===== config.mk =====
export PLATFORM = sky130hd
export DESIGN_NAME = operand_fetch_unit
export DESIGN_NICKNAME = d
export VERILOG_FILES = /design/src/rtl/operand_fetch_unit.sv
export SDC_FILE = /design/constraint.sdc
export NUM_CORES = 1
export LEC_CHECK = 0
export ABC_AREA = 1
export BUFFER_PORTS_ARGS = -buffer_cell sky130_fd_sc_hd__buf_2
export CORE_MARGIN = 2
export CORE_UTILIZATION = 50
export CTS_BUF_LIST = sky130_fd_sc_hd__clkbuf_4 sky130_fd_sc_hd__clkbuf_8 sky130_fd_sc_hd__clkbuf_16
export CTS_CLUSTER_DIAMETER = 80
export CTS_CLUSTER_SIZE = 8
export DETAILED_ROUTE_END_ITERATION = 10
export GPL_ROUTABILITY_DRIVEN = 0
export PLACE_DENSITY_LB_ADDON = 0.3
export SYNTH_ARGS = -nofsm -noshare
export SYNTH_HDL_FRONTEND = slang
export SYNTH_SLANG_ARGS = --single-unit

===== constraint.sdc =====
create_clock -name clk -period 2.5 [get_ports clk]
set_input_delay 0.25 -clock clk [delete_from_list [all_inputs] [get_ports clk]]
set_output_delay 0.25 -clock clk [all_outputs]
set_load 0.05 [all_outputs]

===== src/rtl/operand_fetch_unit.sv =====
// Operand fetch stage: reads the register file, bypasses same-cycle writeback,
// stalls RAW/WAW hazards via a busy-bit scoreboard, and registers operands for execute.
module operand_fetch_unit #(
  parameter int WIDTH  = 32,
  parameter int DEPTH  = 32,
  parameter int ADDR_W = 5
) (
  input  logic              clk,
  input  logic              rst,
  input  logic              req_valid,
  output logic              req_ready,
  input  logic [ADDR_W-1:0] req_rs1,
  input  logic [ADDR_W-1:0] req_rs2,
  input  logic [ADDR_W-1:0] req_rd,
  input  logic              req_rd_we,
  output logic [ADDR_W-1:0] rf_rd_addr1,
  output logic [ADDR_W-1:0] rf_rd_addr2,
  input  logic [WIDTH-1:0]  rf_rd_data1,
  input  logic [WIDTH-1:0]  rf_rd_data2,
  input  logic              wb_valid,
  input  logic [ADDR_W-1:0] wb_addr,
  input  logic [WIDTH-1:0]  wb_data,
  output logic              rf_wr_en,
  output logic [ADDR_W-1:0] rf_wr_addr,
  output logic [WIDTH-1:0]  rf_wr_data,
  output logic              op_valid,
  input  logic              op_ready,
  output logic [WIDTH-1:0]  op_rs1_data,
  output logic [WIDTH-1:0]  op_rs2_data,
  output logic [ADDR_W-1:0] op_rd,
  output logic              op_rd_we
);

  function automatic logic wb_hit(input logic              vld,
                                  input logic [ADDR_W-1:0] waddr,
                                  input logic [ADDR_W-1:0] rs);
    return vld && (waddr == rs) && (rs != '0);
  endfunction

  function automatic logic [WIDTH-1:0] sel_operand(input logic [ADDR_W-1:0] rs,
                                                   input logic              hit,
                                                   input logic [WIDTH-1:0]  wdata,
                                                   input logic [WIDTH-1:0]  rdata);
    if (rs == '0) return '0;
    else if (hit) return wdata;
    else return rdata;
  endfunction

  logic              vld_p1;
  logic [WIDTH-1:0]  rs1_data_p1, rs2_data_p1;
  logic [ADDR_W-1:0] rd_p1;
  logic              rd_we_p1;
  logic [DEPTH-1:0]  sb_busy, sb_busy_nxt;

  logic             hit1, hit2, raw1, raw2, waw, hazard, accept;
  logic [WIDTH-1:0] opnd1_p0, opnd2_p0;

  assign rf_rd_addr1 = req_rs1;
  assign rf_rd_addr2 = req_rs2;
  assign rf_wr_en    = wb_valid && (wb_addr != '0);
  assign rf_wr_addr  = wb_addr;
  assign rf_wr_data  = wb_data;

  // Stage p0: bypass, hazard detection and handshake
  always_comb begin
    hit1     = wb_hit(wb_valid, wb_addr, req_rs1);
    hit2     = wb_hit(wb_valid, wb_addr, req_rs2);
    opnd1_p0 = sel_operand(req_rs1, hit1, wb_data, rf_rd_data1);
    opnd2_p0 = sel_operand(req_rs2, hit2, wb_data, rf_rd_data2);
    raw1     = (req_rs1 != '0) && sb_busy[req_rs1] && !hit1;
    raw2     = (req_rs2 != '0) && sb_busy[req_rs2] && !hit2;
    // A writeback retiring the old producer lets the new one issue this cycle.
    waw      = req_rd_we && (req_rd != '0) && sb_busy[req_rd]
               && !(wb_valid && (wb_addr == req_rd));
    hazard   = raw1 || raw2 || waw;
    req_ready = (!vld_p1 || op_ready) && !hazard;
    accept   = req_valid && req_ready;
  end

  always_comb begin
    sb_busy_nxt = sb_busy;
    if (wb_valid) sb_busy_nxt[wb_addr] = 1'b0;
    if (accept && req_rd_we && (req_rd != '0)) sb_busy_nxt[req_rd] = 1'b1;
    sb_busy_nxt[0] = 1'b0;
  end

  // Stage p1: registered operands toward execute
  always_ff @(posedge clk) begin
    if (rst) begin
      vld_p1      <= 1'b0;
      rs1_data_p1 <= '0;
      rs2_data_p1 <= '0;
      rd_p1       <= '0;
      rd_we_p1    <= 1'b0;
      sb_busy     <= '0;
    end else begin
      sb_busy <= sb_busy_nxt;
      if (accept) begin
        vld_p1      <= 1'b1;
        rs1_data_p1 <= opnd1_p0;
        rs2_data_p1 <= opnd2_p0;
        rd_p1       <= req_rd;
        rd_we_p1    <= req_rd_we;
      end else if (op_ready) begin
        vld_p1 <= 1'b0;
      end
    end
  end

  assign op_valid    = vld_p1;
  assign op_rs1_data = rs1_data_p1;
  assign op_rs2_data = rs2_data_p1;
  assign op_rd       = rd_p1;
  assign op_rd_we    = rd_we_p1;

endmodule


==> results.json <==
{
  "status": "finished, final reports clean",
  "tns_ns": 0,
  "final_cell_area_um2": 7670,
  "vias": 7287,
  "filler_cell_count": 1266,
  "mostFrequentLayoutCells": "buf_2, nand2_1, inv_1, o21ai_0, a21oi_1",
  "crit_path_cell_trace": "nand2_1, o21ai_0, nand2_1, nand2_1, nand2_1, nand2_1, nor2_1, nand2_1, a21oi_2, and3_1, buf_2",
  "path_class": "register to output pin",
  "grt_overflow": 0,
  "final_common_cell": "buf_2",
  "finalHoldViolCount": 0,
  "rsz0062_at_grt": "false",
  "cts_hold_buffers": 0,
  "area_growth_pct": 19.1,
  "finClkSkew_ns": 0.00787,
  "htree_levels": 3,
  "dpl_cell_area_um2": 7380,
  "start_kind": "register",
  "endpoint_kind": "output pin",
  "mappedNetlistArea_um2": 6440,
  "drtPass1Iterations": 7,
  "setup_viol": 0,
  "max_freq_ghz": 0.455,
  "die-width_um": 118,
  "core-area_um2": 12600,
  "drive_above_1_share_pct": 23.5,
  "cts_resized": 0,
  "initial_core_util_pct": 51.1,
  "syn-instance-count": 1047,
  "drt_iter0_drc": 915,
  "cts-root-buf": "clkbuf_16",
  "max-vdd-ir-drop_mv": 0.306,
  "slew_viol_final": 0,
  "cp_data_required_time_ns": 2.25,
  "route.detailed.drc": 0,
  "ys_seq_area_share_pct": 31.7,
  "ys_async_sr_fraction_pct": 0,
  "period_share_pct": 87.9,
  "grt_max_degree": 77,
  "worstMarginPinSlew_ns": 0.609,
  "crit_path_max_incr_delay_ns": 0.39,
  "io_pins": 242,
  "synth_top_flop_cell": "dfxtp_1",
  "synth.distinct_cells": 31,
  "cp.buffers_inverters": 1,
  "first_global_vias": 6454,
  "synth_nets": 1169,
  "place_ws_ns": 0.251,
  "rows": 41,
  "grt_pass1_wl_um": 33200,
  "drv_cap": 0,
  "ant_nets": 0,
  "setup_slack_ns": 0.304,
  "path_max_fanout": 4,
  "cpMostUsedCell": "nand2_1",
  "clkSinkCount": 102,
  "clk_path_buf_depth": 2,
  "cts_tree": "built",
  "clk_pin_slew_ns": 0.07,
  "cts_buffers": 9,
  "io_buffers": 241,
  "slowest_stage": "dfxtp_1",
  "ys_seq_elements": 102,
  "drt_wl_total_um": 20800,
  "grt_antenna_before_repair": 1,
  "wl_per_cell_um": 15.0,
  "pwr_density_cell_nw_per_um2": 598,
  "die_area_um2": 13800,
  "via_per_inst": 5.26,
  "dp_hpwl_um": 15500,
  "postSynthAreaPerCell_um2": 6.15,
  "ys_warn_count": 0,
  "period_needed_ns": 2.20,
  "num-nets-final": 1330,
  "post_cts_buffers": 0,
  "synth-edff-count": 0,
  "cp_top_family": "simple AND/OR/NAND/NOR gates",
  "grt_util_all_layers_pct": 29.3,
  "arrival_ns": 1.95,
  "placed_cells": 1369,
  "layoutNonFillerInstCount": 1386,
  "p_leak_uw": 0.00383,
  "chipHeight_um": 118,
  "hold_path.class": "primary input to register",
  "insertion_delay_ns": 0.36,
  "utilization_pct": 60.8,
  "relSlewSlack_pct": 59.4
}
[final cells by class]
cell class                      instances  area, um^2  share of cell area, %
Antenna cell                            1        2.50                 0.0326
Clock buffer                           11         253                   3.29
Clock inverter                          5        42.5                  0.554
Inverter                              171         642                   8.36
Multi-Input combinational cell        666        3110                   40.5
Sequential cell                       102        2040                   26.6
Tap cell                              172         215                   2.80
Timing Repair Buffer                  258        1370                   17.9
[logic make-up after synthesis]
logic type      after synthesis  synth area share (%)
compound gates              294                  23.4
flops                       102                  31.7
xor+xnor                      4                 0.544
simple gates                368                  24.3
buf+inv                     279                  20.1
[path summary, 6_finish.rpt]
path | from | endpoint | slack (ns) | cells past startpoint
setup / recovery | sb_busy[21] | req_ready | 0.30 | 11
hold / removal | op_ready | op_valid | 0.15 | 4
setup reg to reg | sb_busy[17] | op_rs1_data[27] | 0.52 | 11
hold reg to reg | op_rs2_data[29] | op_rs2_data[29] | 0.44 | 2
[power breakdown]
group          internal (uW)  total [uW]  switching [uW]
combinational            352        1400            1050
clock                    741        1390             648
sequential              1740        1800            57.8
total                   2830        4590            1760
[worst min-delay path, stage by stage]
cell and delay [ns]:
buf_2 0.09, o21ai_1 0.05, nand2_1 0.05, inv_1 0.03
[state kept, by name (all words and copies together) (netlist names)]
name and count:
op_valid 1, sb_busy 31, op_rs1_data 32, op_rd 5
op_rs2_data 32, op_rd_we 1
[layer usage]
layer / vias to the layer above / GRT usage, % / share of wire, % / routed length, um
met5: - / 0 / 0 / 0
met4: 0 / 11.6 / 2.4 / 493
met3: 37 / 5.43 / 11 / 2270
met2: 403 / 47.9 / 46 / 9480
met1: 3219 / 38.4 / 41 / 8590
li1: 3628 / - / - / -
[Yosys cell counts, types with 2 or more instances]
| cell type | instances | share of area (%) |
|---|---|---|
| xnor2_1 | 3 | 0.41 |
| a21boi_0 | 2 | 0.23 |
| nor2_4 | 2 | 0.35 |
| buf_6 | 4 | 0.70 |
| nand3_1 | 89 | 6.9 |
| nor3_1 | 7 | 0.54 |
| buf_2 | 21 | 1.6 |
| o211ai_1 | 9 | 1.0 |
| buf_4 | 50 | 5.8 |
| nor2_2 | 2 | 0.19 |
| dfxtp_1 | 102 | 32 |
| nand2_1 | 216 | 13 |
| a21oi_1 | 107 | 8.3 |
| inv_2 | 3 | 0.17 |
| inv_1 | 167 | 9.7 |
| o21ai_1 | 27 | 2.1 |
| buf_1 | 5 | 0.29 |
| clkbuf_2 | 4 | 0.31 |
| nand4_1 | 3 | 0.29 |
| nor2_1 | 45 | 2.6 |
| clkbuf_1 | 24 | 1.4 |
| o21ai_0 | 146 | 11 |
[through the flow]
| stage | hold WS, ns | total power (uW) |
|---|---|---|
| after floorplan | 0.406 | 2880 |
| after global placement | 0.429 | 3210 |
| after detailed placement | 0.434 | 3220 |
| after CTS | 0.149 | 4600 |
| after global routing | 0.170 | 4780 |
| final | 0.150 | 4590 |
No activity file was read; power rests on OpenSTA's default activity.
